<file path="config.mk">
export PLATFORM = sky130hd
export DESIGN_NAME = ltssm_link_ctrl_flat
export DESIGN_NICKNAME = d
export VERILOG_FILES = /design/src/rtl/ltssm_pkg.sv /design/src/rtl/ltssm_link_ctrl_if.sv /design/src/rtl/ltssm_timeout_cnt.sv /design/src/rtl/ltssm_link_ctrl.sv /design/src/flat_wrapper.sv
export SDC_FILE = /design/constraint.sdc
export NUM_CORES = 1
export LEC_CHECK = 0
export ABC_AREA = 1
export CELL_PAD_IN_SITES_DETAIL_PLACEMENT = 0
export CELL_PAD_IN_SITES_GLOBAL_PLACEMENT = 2
export CORE_UTILIZATION = 22
export DETAILED_ROUTE_END_ITERATION = 8
export PLACE_DENSITY = 0.8
export SYNTH_ARGS = -nofsm -noshare
export SYNTH_HDL_FRONTEND = slang
export SYNTH_SLANG_ARGS = --single-unit
</file>
<file path="constraint.sdc">
create_clock -name clk -period 2.39 [get_ports clk]
set_input_delay 0.478 -clock clk [delete_from_list [all_inputs] [get_ports clk]]
set_output_delay 0.478 -clock clk [all_outputs]
set_load 0.02 [all_outputs]
</file>
<file path="src/rtl/ltssm_pkg.sv">
// ltssm_pkg: shared definitions for the link-level LTSSM coordinator.
//   substate_e   - 4-bit substate encoding driven to the Tx/Rx engines
//   LPIF_*       - LPIF state request/status codes
//   join_e       - how the Tx and Rx completions combine to qualify a move
//   join_ok()    - evaluates a join rule against the engine handshake
//   gen_select() - highest partner-supported generation not above max_gen
package ltssm_pkg;

  typedef enum logic [3:0] {
    DETECT_QUIET   = 4'd0,
    DETECT_ACTIVE  = 4'd1,
    POLLING_ACTIVE = 4'd2,
    POLLING_CONFIG = 4'd3,
    CFG_LW_START   = 4'd4,
    CFG_LW_ACCEPT  = 4'd5,
    CFG_LN_WAIT    = 4'd6,
    CFG_LN_ACCEPT  = 4'd7,
    CFG_COMPLETE   = 4'd8,
    CFG_IDLE       = 4'd9,
    L0             = 4'd10,
    REC_RCVR_LOCK  = 4'd11,
    REC_RCVR_CFG   = 4'd12,
    REC_SPEED      = 4'd13,
    REC_IDLE       = 4'd14
  } substate_e;

  localparam logic [3:0] LPIF_RESET   = 4'd0;
  localparam logic [3:0] LPIF_ACTIVE  = 4'd1;
  localparam logic [3:0] LPIF_RETRAIN = 4'd2;

  typedef enum logic [1:0] {
    JOIN_ALL = 2'd0,
    JOIN_ANY = 2'd1,
    JOIN_RX  = 2'd2,
    JOIN_TX  = 2'd3
  } join_e;

  function automatic logic join_ok(join_e rule, logic fin_tx, logic fin_rx,
                                   logic [3:0] goto_tx, logic [3:0] goto_rx,
                                   substate_e nxt);
    logic tx_hit;
    logic rx_hit;
    logic ok;
    tx_hit = fin_tx && (goto_tx == nxt);
    rx_hit = fin_rx && (goto_rx == nxt);
    case (rule)
      JOIN_ALL: ok = tx_hit && rx_hit;
      JOIN_ANY: ok = tx_hit || rx_hit;
      JOIN_RX:  ok = rx_hit;
      default:  ok = tx_hit;
    endcase
    return ok;
  endfunction

  // Gen1 is always supported, so it is the fallback when no usable bit is set.
  function automatic logic [2:0] gen_select(logic [7:0] rate_id, int unsigned max_gen);
    logic [2:0] g;
    g = 3'd1;
    for (int unsigned i = 1; i <= 7; i++) begin
      if (i <= max_gen && rate_id[i-1]) g = 3'(i);
    end
    return g;
  endfunction

endpackage

</file>
<file path="src/rtl/ltssm_link_ctrl_if.sv">
// ltssm_link_ctrl_if: handshake between the link coordinator and the
// per-direction Tx/Rx LTSSM engines.
//   finishTx/finishRx   - engine reports completion of its current substate
//   gotoTx/gotoRx       - substate the engine asks for, valid with finish
//   substateTx/Rx       - substate commanded to each engine
// master = coordinator side, slave = engine side.
interface ltssm_link_ctrl_if;
  logic       finishTx;
  logic       finishRx;
  logic [3:0] gotoTx;
  logic [3:0] gotoRx;
  logic [3:0] substateTx;
  logic [3:0] substateRx;

  modport master (
    input  finishTx, finishRx, gotoTx, gotoRx,
    output substateTx, substateRx
  );

  modport slave (
    output finishTx, finishRx, gotoTx, gotoRx,
    input  substateTx, substateRx
  );
endinterface

</file>
<file path="src/rtl/ltssm_timeout_cnt.sv">
// ltssm_timeout_cnt: per-substate timeout counter.
//   clk, rst    - clock, synchronous active-high reset
//   clear_i     - restart counting (substate is changing this edge)
//   freeze_i    - hold the count (states with no timeout)
//   expire_o    - high during the cycle the count sits at TIMEOUT_CYCLES-1
module ltssm_timeout_cnt #(
  parameter int unsigned TIMEOUT_CYCLES = 24000
) (
  input  logic clk,
  input  logic rst,
  input  logic clear_i,
  input  logic freeze_i,
  output logic expire_o
);
  localparam int unsigned CW = $clog2(TIMEOUT_CYCLES);
  localparam logic [CW-1:0] LAST = CW'(TIMEOUT_CYCLES - 1);

  logic [CW-1:0] cnt_q, cnt_d;

  // Wrapping at LAST keeps the counter in range if a higher-priority event
  // holds the substate on the expiring cycle.
  always_comb begin
    cnt_d = cnt_q;
    if (clear_i) cnt_d = '0;
    else if (!freeze_i) cnt_d = (cnt_q == LAST) ? '0 : cnt_q + CW'(1);
  end

  always_ff @(posedge clk) begin
    if (rst) cnt_q <= '0;
    else     cnt_q <= cnt_d;
  end

  assign expire_o = !freeze_i && (cnt_q == LAST);
endmodule

</file>
<file path="src/rtl/ltssm_link_ctrl.sv">
// ltssm_link_ctrl: joins the Tx/Rx sub-LTSSM handshakes into one link
// substate, gates L0 entry on the LPIF request and owns link parameters.
//   clk, reset            - clock, synchronous active-high reset
//   eng                   - engine handshake (finish/goto in, substate out)
//   lpifStateRequest      - 0 reset, 1 active, 2 retrain
//   lanesDetectedIn/write - receiver-detect mask load
//   linkNumberIn/write    - link number load
//   rateIdIn/write        - partner rate mask load (bit g-1 = Gen g)
//   forceDetect           - force return to detectQuiet
//   linkUp, GEN, lanesActiveOut, linkNumberOut, lpifStateStatus, timeoutOut
// All outputs come straight from registers.
module ltssm_link_ctrl
  import ltssm_pkg::*;
#(
  parameter int unsigned DEVICETYPE     = 0,
  parameter int unsigned LANES          = 16,
  parameter int unsigned MAX_GEN        = 5,
  parameter int unsigned TIMEOUT_CYCLES = 24000
) (
  input  logic             clk,
  input  logic             reset,
  ltssm_link_ctrl_if.master eng,
  input  logic [3:0]       lpifStateRequest,
  input  logic [LANES-1:0] lanesDetectedIn,
  input  logic             writeLanesDetected,
  input  logic [7:0]       linkNumberIn,
  input  logic             writeLinkNumber,
  input  logic [7:0]       rateIdIn,
  input  logic             writeRateId,
  input  logic             forceDetect,
  output logic             linkUp,
  output logic [2:0]       GEN,
  output logic [LANES-1:0] lanesActiveOut,
  output logic [7:0]       linkNumberOut,
  output logic [3:0]       lpifStateStatus,
  output logic             timeoutOut
);
  substate_e        state_q, state_d, tgt;
  logic             linkup_q, linkup_d;
  logic [3:0]       status_q, status_d;
  logic [2:0]       gen_q, gen_d, target;
  logic [LANES-1:0] lanes_q, lanes_d;
  logic [7:0]       linknum_q, linknum_d;
  logic [7:0]       rateid_q, rateid_d;
  logic             timeout_q, timeout_d;
  join_e            rule;
  logic             rule_hit, fwd, go_dq, abort, expire, freeze;

  assign target = gen_select(rateid_q, MAX_GEN);
  assign freeze = (state_q == L0) || (state_q == CFG_IDLE && linkup_q);

  always_comb begin
    rule   = JOIN_ALL;
    tgt    = DETECT_QUIET;
    case (state_q)
      DETECT_QUIET:   begin rule = JOIN_RX;  tgt = DETECT_ACTIVE;  end
      DETECT_ACTIVE:  begin rule = JOIN_ALL; tgt = POLLING_ACTIVE; end
      POLLING_ACTIVE: begin rule = JOIN_ANY; tgt = POLLING_CONFIG; end
      POLLING_CONFIG: begin rule = JOIN_ALL; tgt = CFG_LW_START;   end
      CFG_LW_START:   begin rule = JOIN_RX;  tgt = CFG_LW_ACCEPT;  end
      // A downstream port leads width acceptance from its own Tx side.
      CFG_LW_ACCEPT:  begin rule = (DEVICETYPE == 0) ? JOIN_TX : JOIN_ALL; tgt = CFG_LN_WAIT; end
      CFG_LN_WAIT:    begin rule = JOIN_RX;  tgt = CFG_LN_ACCEPT;  end
      CFG_LN_ACCEPT:  begin rule = JOIN_RX;  tgt = CFG_COMPLETE;   end
      CFG_COMPLETE:   begin rule = JOIN_ALL; tgt = CFG_IDLE;       end
      CFG_IDLE:       begin rule = JOIN_ALL; tgt = L0;             end
      L0:             begin rule = JOIN_RX;  tgt = REC_RCVR_LOCK;  end
      REC_RCVR_LOCK:  begin rule = JOIN_ALL; tgt = REC_RCVR_CFG;   end
      REC_RCVR_CFG:   begin rule = JOIN_ALL; tgt = (target > gen_q) ? REC_SPEED : REC_IDLE; end
      REC_SPEED:      begin rule = JOIN_ALL; tgt = REC_RCVR_LOCK;  end
      REC_IDLE:       begin rule = JOIN_ALL; tgt = L0;             end
      default:        begin rule = JOIN_ALL; tgt = DETECT_QUIET;   end
    endcase
    rule_hit = join_ok(rule, eng.finishTx, eng.finishRx, eng.gotoTx, eng.gotoRx, tgt);
  end

  always_comb begin
    state_d   = state_q;
    linkup_d  = linkup_q;
    status_d  = status_q;
    gen_d     = gen_q;
    timeout_d = 1'b0;
    go_dq     = 1'b0;
    fwd       = rule_hit;

    abort = forceDetect || (lpifStateRequest == LPIF_RESET && status_q != LPIF_RESET);

    if (abort) begin
      go_dq = 1'b1;
    end else if (state_q != L0 &&
                 join_ok(JOIN_ANY, eng.finishTx, eng.finishRx, eng.gotoTx, eng.gotoRx,
                         DETECT_QUIET)) begin
      go_dq = 1'b1;
    end else begin
      case (state_q)
        // ALL(L0) only arms linkUp; L0 itself waits for the LPIF active request.
        CFG_IDLE: begin
          if (linkup_q && lpifStateRequest == LPIF_ACTIVE) begin
            fwd      = 1'b1;
            state_d  = L0;
            status_d = LPIF_ACTIVE;
          end else if (rule_hit) begin
            linkup_d = 1'b1;
          end
        end
        L0: begin
          fwd = rule_hit || (lpifStateRequest == LPIF_RETRAIN);
          if (fwd) begin
            state_d  = REC_RCVR_LOCK;
            status_d = LPIF_RETRAIN;
          end
        end
        default: begin
          if (rule_hit) begin
            state_d = tgt;
            if (state_q == REC_SPEED) gen_d    = target;
            if (state_q == REC_IDLE)  status_d = LPIF_ACTIVE;
          end
        end
      endcase
      if (!fwd && expire) begin
        timeout_d = 1'b1;
        if (state_q == DETECT_QUIET) state_d = DETECT_ACTIVE;
        else                         go_dq   = 1'b1;
      end
    end

    if (go_dq) begin
      state_d  = DETECT_QUIET;
      linkup_d = 1'b0;
      status_d = LPIF_RESET;
      gen_d    = 3'd1;
    end

    // A write strobe in the same cycle as a return to detect keeps the new value.
    lanes_d   = writeLanesDetected ? lanesDetectedIn : (go_dq ? '0 : lanes_q);
    linknum_d = writeLinkNumber    ? linkNumberIn    : (go_dq ? '0 : linknum_q);
    rateid_d  = writeRateId        ? rateIdIn        : (go_dq ? '0 : rateid_q);
  end

  always_ff @(posedge clk) begin
    if (reset) begin
      state_q   <= DETECT_QUIET;
      linkup_q  <= 1'b0;
      status_q  <= LPIF_RESET;
      gen_q     <= 3'd1;
      lanes_q   <= '0;
      linknum_q <= '0;
      rateid_q  <= '0;
      timeout_q <= 1'b0;
    end else begin
      state_q   <= state_d;
      linkup_q  <= linkup_d;
      status_q  <= status_d;
      gen_q     <= gen_d;
      lanes_q   <= lanes_d;
      linknum_q <= linknum_d;
      rateid_q  <= rateid_d;
      timeout_q <= timeout_d;
    end
  end

  ltssm_timeout_cnt #(.TIMEOUT_CYCLES(TIMEOUT_CYCLES)) u_timeout (
    .clk      (clk),
    .rst      (reset),
    .clear_i  (state_d != state_q),
    .freeze_i (freeze),
    .expire_o (expire)
  );

  assign eng.substateTx  = state_q;
  assign eng.substateRx  = state_q;
  assign linkUp          = linkup_q;
  assign GEN             = gen_q;
  assign lanesActiveOut  = lanes_q;
  assign linkNumberOut   = linknum_q;
  assign lpifStateStatus = status_q;
  assign timeoutOut      = timeout_q;
endmodule

</file>
<file path="src/flat_wrapper.sv">
// flat-port wrapper written by rule: the top's interface ports become plain ports
module ltssm_link_ctrl_flat import ltssm_pkg::*;
#(
  parameter int unsigned DEVICETYPE     = 0,
  parameter int unsigned LANES          = 16,
  parameter int unsigned MAX_GEN        = 5,
  parameter int unsigned TIMEOUT_CYCLES = 24000
)
  (clk, reset, lpifStateRequest, lanesDetectedIn, writeLanesDetected, linkNumberIn, writeLinkNumber, rateIdIn, writeRateId, forceDetect, linkUp, GEN, lanesActiveOut, linkNumberOut, lpifStateStatus, timeoutOut, eng_finishTx, eng_finishRx, eng_gotoTx, eng_gotoRx, eng_substateTx, eng_substateRx);
  ltssm_link_ctrl_if eng_i ();
  input  logic clk;
  input  logic reset;
  input  logic [3:0] lpifStateRequest;
  input  logic [LANES-1:0] lanesDetectedIn;
  input  logic writeLanesDetected;
  input  logic [7:0] linkNumberIn;
  input  logic writeLinkNumber;
  input  logic [7:0] rateIdIn;
  input  logic writeRateId;
  input  logic forceDetect;
  output logic linkUp;
  output logic [2:0] GEN;
  output logic [LANES-1:0] lanesActiveOut;
  output logic [7:0] linkNumberOut;
  output logic [3:0] lpifStateStatus;
  output logic timeoutOut;
  input wire logic [$bits(eng_i.finishTx)-1:0] eng_finishTx;
  input wire logic [$bits(eng_i.finishRx)-1:0] eng_finishRx;
  input wire logic [$bits(eng_i.gotoTx)-1:0] eng_gotoTx;
  input wire logic [$bits(eng_i.gotoRx)-1:0] eng_gotoRx;
  output wire logic [$bits(eng_i.substateTx)-1:0] eng_substateTx;
  output wire logic [$bits(eng_i.substateRx)-1:0] eng_substateRx;
  assign eng_i.finishTx = eng_finishTx;
  assign eng_i.finishRx = eng_finishRx;
  assign eng_i.gotoTx = eng_gotoTx;
  assign eng_i.gotoRx = eng_gotoRx;
  assign eng_substateTx = eng_i.substateTx;
  assign eng_substateRx = eng_i.substateRx;
  ltssm_link_ctrl #(.DEVICETYPE(DEVICETYPE), .LANES(LANES), .MAX_GEN(MAX_GEN), .TIMEOUT_CYCLES(TIMEOUT_CYCLES)) u_core (.clk(clk), .reset(reset), .eng(eng_i), .lpifStateRequest(lpifStateRequest), .lanesDetectedIn(lanesDetectedIn), .writeLanesDetected(writeLanesDetected), .linkNumberIn(linkNumberIn), .writeLinkNumber(writeLinkNumber), .rateIdIn(rateIdIn), .writeRateId(writeRateId), .forceDetect(forceDetect), .linkUp(linkUp), .GEN(GEN), .lanesActiveOut(lanesActiveOut), .linkNumberOut(linkNumberOut), .lpifStateStatus(lpifStateStatus), .timeoutOut(timeoutOut));
endmodule
</file>
==> metrics.txt <==
Die Span Y=119 um; Area Overhead vs Synth=74.6%; post-synthesis sequential area ratio=35.9%; core area=0.0133 sq mm; status=finished, violations left; vias in the first global route=3,277; Initial Util=22.7%; Final Slew Violations=0; HPWL after DPL=6870 um; leakage power=2.07 nW; Synth area leader=dfxtp_1; Tcrit/Tclk final=112%; row cnt=42; synthesized cell area=0.00302 sq mm; Syn Area/Cell=slightly below 7 sq um; Pint=1.52 mW; number of synthesized register bits=54; placed inst area=~0.0046 sq mm; total number of vias=3,339; Final #Nets=657; clock tree root driver cell=clkbuf_16; failing checks=negative setup slack; Synth top area share=between 30% and 40%; TNS Setup=-11,590 ps; Peak VDD IR=0.269 mV; FF/Latch Area=~0.0011 sq mm; Clk pin slew, worst setup/hold paths=70 ps; DRT antenna net count=0; Synth Instances=approximately 440; Sw Pwr=0.544 mW; total die area=0.0142 sq mm; clock power share=35.3%; RSZ-0062 raised after global routing=true; Hold-fix buffers, CTS=0; final wirelength=9020 um; H-tree depth=2; distinct cell type count of the synthesized netlist=43; critical path class=register to register; DR iter-0 viols=between 60 and 70; total CTS buffers=5; Hold WS=464 ps; setup ws final=-291 ps; overall power=2.06 mW; Switching Share=about a quarter; skew final=about 5.0 ps; gpl congestion=0.783; Wirelength per Cell=11.6 um; pwr dens=391 mW/mm^2; share of layout cells above drive strength 1=35.9%; final period demand of the worst path=2680 ps; Die Wd=119 um; gr ovfl total=0; Final setup violation count=50; crit end category=register; first-pass GRT wire length=14,900 um; Yosys warning count=0; DRC=0; Worst Path Arrival=2910 ps; CTS tree=built; GRT Util Overall=12.8%; I/O pin total=93; initial antenna violation count=0; Bufs on Longest Clock Path=2; synth top area cells=dfxtp_1 (36%), nand2_1 (15%), a21oi_1 (6.5%); CP Launch Type=register; Worst-Skew Late Latency=290 ps; CTS sink cnt=54; fin util=39.6%; worst-path fanout max=8; # diodes=0; worst endpoint required time=2620 ps; fill cell count=1,385; worst hold path class=register to register; max_cap viols=0; FMAX=0.373 GHz; multi-input logic area=0.00206 sq mm; Finished Cell Area=between 0.005 and 0.006 sq mm; vias per inst=around 4.3; Port Buffers=86; largest net degree at the start of global routing=34; Hold Fails Final Rpt=0; sequential share of power=46.0%; Combinational Power Share=18.7%; First-pass DRT Iterations=4
==> metrics by stage <==
step           worst slack (ps)  std cells
5_1_grt                    -502        777
4_1_cts                    -361        774
6_report                   -291        777
3_3_place_gp               -390        759
3_5_place_dp               -419        759
2_1_floorplan              -114        443
==> cells in the mapped netlist (all sizes together) <==
master and count:
o2bb2ai 1, dfxtp 54, nand4 7, conb 1, o31ai 1, and3 1, a31oi 1, nor3 8
clkbuf 6, o221ai 2, a211o 1, o21ai 13, ha 4, xor2 3, a22oi 1, nand3 29
buf 10, nor4 4, a21oi 40, nand3b 2, nor2 64, nand2 133, o21bai 1, a21boi 1
inv 49, o211ai 2, a211oi 1, xnor2 1, clkinv 1
==> cells by family after synthesis <==
logic type                 Yosys count  synth area share (%)
AOI/OAI and AO/OA                   65                  12.5
buffers and inverters               66                  9.67
DFF                                 54                  35.9
xor gates and xnor gates             4                  1.16
adders and majority gates            4                  1.66
and+or+nand+nor                    248                  39.0
other                                1                 0.124
==> what timing repair did <==
| action | 4_1_cts | 5_1_grt |
|---|---|---|
| setup endpoints to repair | 54 | 54 |
| cloned | 0 | 1 |
| resized for setup | 44 | 72 |
| buffers inserted | 9 | 2 |
| pin swaps | 23 | 42 |
==> flip-flops by register name (all words and copies together), names as in the netlist <==
signal / cells
u_core.eng.substateRx: 4
u_core.GEN: 3
u_core.linkNumberOut: 8
u_core.lanesActiveOut: 16
u_core.u_timeout.cnt_q: 15
u_core.linkUp: 1
u_core.timeoutOut: 1
u_core.rateid_q: 4
u_core.lpifStateStatus: 2
==> worst max-delay path: stages, from the launching register on <==
cell	delay (ps)
dfxtp_2	330
buf_6	110
a21oi_2	110
nor2_2	70
ha_4	150
inv_2	50
nand3_2	70
nand2_2	70
nand2_1	60
nand2_2	90
nand2_4	80
nand2_2	60
nand2_2	60
nor2_4	100
nand3_2	90
nand2_4	110
nand2_8	80
o221ai_4	90
nor2_2	70
nand2_2	130
nand2_4	110
nor2_4	160
clkbuf_16	190
nand2_4	40
a21oi_2	120
==> layer usage <==
| layer | vias up | track usage (%) | share of wire [%] |
|---|---|---|---|
| met1 | 1540 | 16.3 | 47 |
| met3 | 4 | 3.69 | 6.3 |
| met2 | 67 | 21.1 | 46 |
| met5 | - | 0 | 0 |
| met4 | 0 | 2.77 | 0.69 |
| li1 | 1728 | - | - |
==> area by class of cell <==
type	count	share of cell area, %
Clock buffer	5	2.38
Inverter	50	3.56
Multi-Input combinational cell	323	39.2
Sequential cell	54	20.7
Clock inverter	2	0.261
Tap cell	176	4.18
Timing Repair Buffer	167	29.7
==> worst paths after layout <==
check	from	end	slack, ps	cells after the start
worst max-delay path	u_core.rateid_q[3]	u_core.lanesActiveOut[12]	-290	24
worst max register to register	u_core.rateid_q[3]	u_core.lanesActiveOut[12]	-290	24
worst min register to register	u_core.lanesActiveOut[5]	u_core.lanesActiveOut[5]	460	2
worst min-delay path	u_core.lanesActiveOut[5]	u_core.lanesActiveOut[5]	460	2
==> power by group through the flow <==
| stage | clock (mW) | sequential, mW | combinational (mW) |
|---|---|---|---|
| 2_1_floorplan | 0 | 0.986 | 0.120 |
| 3_3_place_gp | 0 | 0.962 | 0.314 |
| 3_5_place_dp | 0 | 0.963 | 0.317 |
| 4_1_cts | 0.756 | 0.944 | 0.350 |
| 5_1_grt | 0.799 | 0.951 | 0.417 |
| 6_report | 0.726 | 0.948 | 0.385 |
==> cell usage in the layout, fill, tap and decap left out, drive strengths merged, types with 2 or more instances in the layout <==
master | netlist | layout
nor2 | 64 | 64
xor2 | 3 | 3
clkdlybuf4s50 | 0 | 86
clkinv | 1 | 2
inv | 49 | 50
ha | 4 | 4
dfxtp | 54 | 54
nand2 | 133 | 133
buf | 10 | 80
nand3 | 29 | 29
nor4 | 4 | 4
o21ai | 13 | 13
a21oi | 40 | 40
o221ai | 2 | 2
clkbuf | 6 | 6
conb | 1 | 2
nand4 | 7 | 7
nor3 | 8 | 8
nand3b | 2 | 2
o211ai | 2 | 2
Note: power is estimated with default switching activity, not from simulation.
==> RTL change (config.mk and constraints unchanged) <==
`TIMEOUT_CYCLES` is set to 24000 in 3 places; all go to 6000.
--- a/src/rtl/ltssm_timeout_cnt.sv
+++ b/src/rtl/ltssm_timeout_cnt.sv
@@ -5,5 +5,5 @@
 //   expire_o    - high during the cycle the count sits at TIMEOUT_CYCLES-1
 module ltssm_timeout_cnt #(
-  parameter int unsigned TIMEOUT_CYCLES = 24000
+  parameter int unsigned TIMEOUT_CYCLES = 6000
 ) (
   input  logic clk,
--- a/src/rtl/ltssm_link_ctrl.sv
+++ b/src/rtl/ltssm_link_ctrl.sv
@@ -16,5 +16,5 @@
   parameter int unsigned LANES          = 16,
   parameter int unsigned MAX_GEN        = 5,
-  parameter int unsigned TIMEOUT_CYCLES = 24000
+  parameter int unsigned TIMEOUT_CYCLES = 6000
 ) (
   input  logic             clk,
--- a/src/flat_wrapper.sv
+++ b/src/flat_wrapper.sv
@@ -5,5 +5,5 @@
   parameter int unsigned LANES          = 16,
   parameter int unsigned MAX_GEN        = 5,
-  parameter int unsigned TIMEOUT_CYCLES = 24000
+  parameter int unsigned TIMEOUT_CYCLES = 6000
 )
   (clk, reset, lpifStateRequest, lanesDetectedIn, writeLanesDetected, linkNumberIn, writeLinkNumber, rateIdIn, writeRateId, forceDetect, linkUp, GEN, lanesActiveOut, linkNumberOut, lpifStateStatus, timeoutOut, eng_finishTx, eng_finishRx, eng_gotoTx, eng_gotoRx, eng_substateTx, eng_substateRx);
Function: same outputs for any inputs over 10 cycles, from zero or initial values and one cycle with reset high; that may be too few to reach the edited logic, so the function may still have changed.
==> RTL change against the unedited design <==
Critical endpoint is now u_core.lanesActiveOut[11]$_SDFFE_PP0P_. Global-route usage grew 0.31 points. Area after synthesis grew 2.3%. Power grew 2.6%. Core utilization shrank 0.17 points. The run still ends with negative setup slack left. Largest cell class unchanged. Wire length grew 6.5%. First-iteration DRC count grew 71%. Setup slack lost 0.083 ns. Count of clock-buffer cells in the layout is the same. Sequential cell count shrank 2. Sequential share of layout area shrank 0.98 points. Final area grew 0.76%.
==> RTL change: results (changes against the unedited design) <==
STA
The worst setup skew after layout is 0.0135 ns (+0.00851 ns). The final-report setup violation count is 49 (-2.0%). The worst setup slack after layout is -0.374 ns (-0.0825 ns).

Synth
After synthesis, the most frequently instantiated cells are sky130_fd_sc_hd__nand2_1, sky130_fd_sc_hd__dfxtp_1, sky130_fd_sc_hd__nor2_1. The count of cell types in the netlist is 37 (-14%). The share of synthesized area occupied by flip-flops and latches was 33.7% (-2.1 points). The share of async-settable or async-resettable flops after synthesis was 0% (unchanged). Ranked by total cell area, the synthesized netlist is headed by sky130_fd_sc_hd__dfxtp_1, sky130_fd_sc_hd__nand2_1, sky130_fd_sc_hd__a21oi_1, sky130_fd_sc_hd__nor2_1, sky130_fd_sc_hd__inv_1.

Cells and area
The final net count is 664 (+1.1%). The number of diodes added for antenna fixing is 0 (unchanged). The share of post-route cells with drive strength above 1 was 36.8% (+0.84 points).

GRT
The global routing met1 resource utilization is 17.7% (+1.4 points). The met3 track demand over resource in global routing is 4.72% (+1.0 points). The total track usage is 13.1% (+0.31 points).

The global-route wire length before repair is 15.2 mm (+2.1%). The global routing met2 resource utilization was 19.9% (-1.2 points). The number of antenna violations at the first check in global routing was 0 (unchanged). The via count of the first global-routing pass came to 3215 (-1.9%).

Status
The final reports fail on negative setup slack. The flow ran to the end, but the final reports show violations.

Clock network
The root buffer cell chosen for the clock tree is sky130_fd_sc_hd__clkbuf_16. The insertion delay of the later-clocked pin in the worst-skew pair was 0.31 ns (+0.02 ns). The maximum clock insertion buffer count was 2 (unchanged). The deepest level of the CTS H-tree is 2 (unchanged).

Placement
The post-DP HPWL was 7.00 mm (+1.9%). The cell area after placement is 0.00447 mm2 (-2.1%). The total of buffers placed on input and output ports is 86 (unchanged). The weighted congestion reported at the end of routability-driven placement is 0.827 (+5.5%).

Min path
The worst min-delay path category is reg -> reg. The cell depth of the worst min-delay path is 2 (unchanged). The worst hold path begins at u_core.lanesActiveOut[14]$_SDFFE_PP0P_.

The path with the worst hold slack has its endpoint at u_core.lanesActiveOut[14]$_SDFFE_PP0P_.

Power and ir drop
The static leakage is 0.00220 uW (+6.1%). The share of total power consumed by net switching is 28.5% (+2.1 points). The peak supply drop came to 302 uV (+12%).

Routing
The sum of routed wire length over all layers is 9.61 mm (+6.5%). The violation count after the first detailed-routing iteration came to 113 (+71%). The highest routed metal layer is met4. The length of routed met3 wiring is 663 um (+17%). The length of routed met2 wiring is 4.35 mm (+4.2%).

The met1 routed wirelength after detailed routing is 4.52 mm (+7.3%). The number of vias per cell was 4.39 (+2.1%). The first-pass iteration count of the detailed router is 4 (unchanged).

Critical path
The worst reg-to-reg path cell count is 21 (-13%). The data arrival time of the critical path is 3.01 ns (+0.10 ns). In this run the critical register-to-register path is captured at u_core.lanesActiveOut[11]$_SDFFE_PP0P_.
[RTL change: power groups by stage]
stage	sequential [uW]	clock, uW	combinational [uW]
finish	917	786	410
global route	921	842	445
CTS	912	818	347
detailed placement	930	0	315
global placement	929	0	314
floorplan	952	0	125
[RTL change: logic make-up (layout without fill, tap and decap cells)]
| logic type | after synthesis | after routing | synth area share [%] |
|---|---|---|---|
| AOI/OAI and AO/OA | 62 | 62 | 11.7 |
| DFF | 52 | 52 | 33.7 |
| other | 1 | 2 | 0.122 |
| and+or+nand+nor | 266 | 266 | 40.3 |
| xor gates and xnor gates | 6 | 6 | 1.70 |
| adders and majority gates | 4 | 4 | 1.62 |
| buffers and inverters | 74 | 217 | 10.8 |
[RTL change: stage by stage]
stage          setup slack (ns)  utilization, %  TNS (ns)  hold slack (ns)  cells
2_1_floorplan           -0.0693               -    -0.900            0.452    466
3_3_place_gp             -0.356            33.3    -13.75            0.446    762
3_5_place_dp             -0.440            33.3    -16.67            0.452    762
4_1_cts                  -0.300            35.9    -10.01            0.461    774
5_1_grt                  -0.574            39.4    -24.73            0.481    785
6_report                 -0.374            39.4    -15.11            0.462    785
[RTL change: timing repair]
| item | CTS | global route |
|---|---|---|
| buffers inserted | 4 | 9 |
| gates resized for setup | 44 | 93 |
| pin swaps | 9 | 47 |
| endpoints found under the setup margin | 52 | 52 |
| gates cloned | 0 | 2 |
[RTL change: critical path, stage by stage, from the launching register on]
cell	delay, ns
sky130_fd_sc_hd__dfxtp_2	0.33
sky130_fd_sc_hd__buf_4	0.13
sky130_fd_sc_hd__a21oi_2	0.10
sky130_fd_sc_hd__nor2_2	0.05
sky130_fd_sc_hd__ha_1	0.29
sky130_fd_sc_hd__nand3_2	0.09
sky130_fd_sc_hd__nand2_2	0.09
sky130_fd_sc_hd__nand2_4	0.06
sky130_fd_sc_hd__nand2_4	0.10
sky130_fd_sc_hd__nand2_2	0.07
sky130_fd_sc_hd__a21oi_2	0.14
sky130_fd_sc_hd__nand2_2	0.08
sky130_fd_sc_hd__nand2_4	0.10
sky130_fd_sc_hd__nand2_8	0.09
sky130_fd_sc_hd__o221ai_4	0.09
sky130_fd_sc_hd__nor2_2	0.06
sky130_fd_sc_hd__nand2_2	0.12
sky130_fd_sc_hd__nand2_4	0.11
sky130_fd_sc_hd__nor2_4	0.22
sky130_fd_sc_hd__clkbuf_16	0.21
sky130_fd_sc_hd__nand2_4	0.05
sky130_fd_sc_hd__a21oi_2	0.13
[RTL change: cell type report]
| class | instances | area (um2) |
|---|---|---|
| fill | 1433 | 8150 |
| inverter | 55 | 214 |
| tap | 176 | 220 |
| multi-input combinational | 340 | 2210 |
| clock inverter | 3 | 28.8 |
| timing repair buffer | 154 | 1460 |
| clock buffer | 5 | 125 |
| sequential | 52 | 1050 |
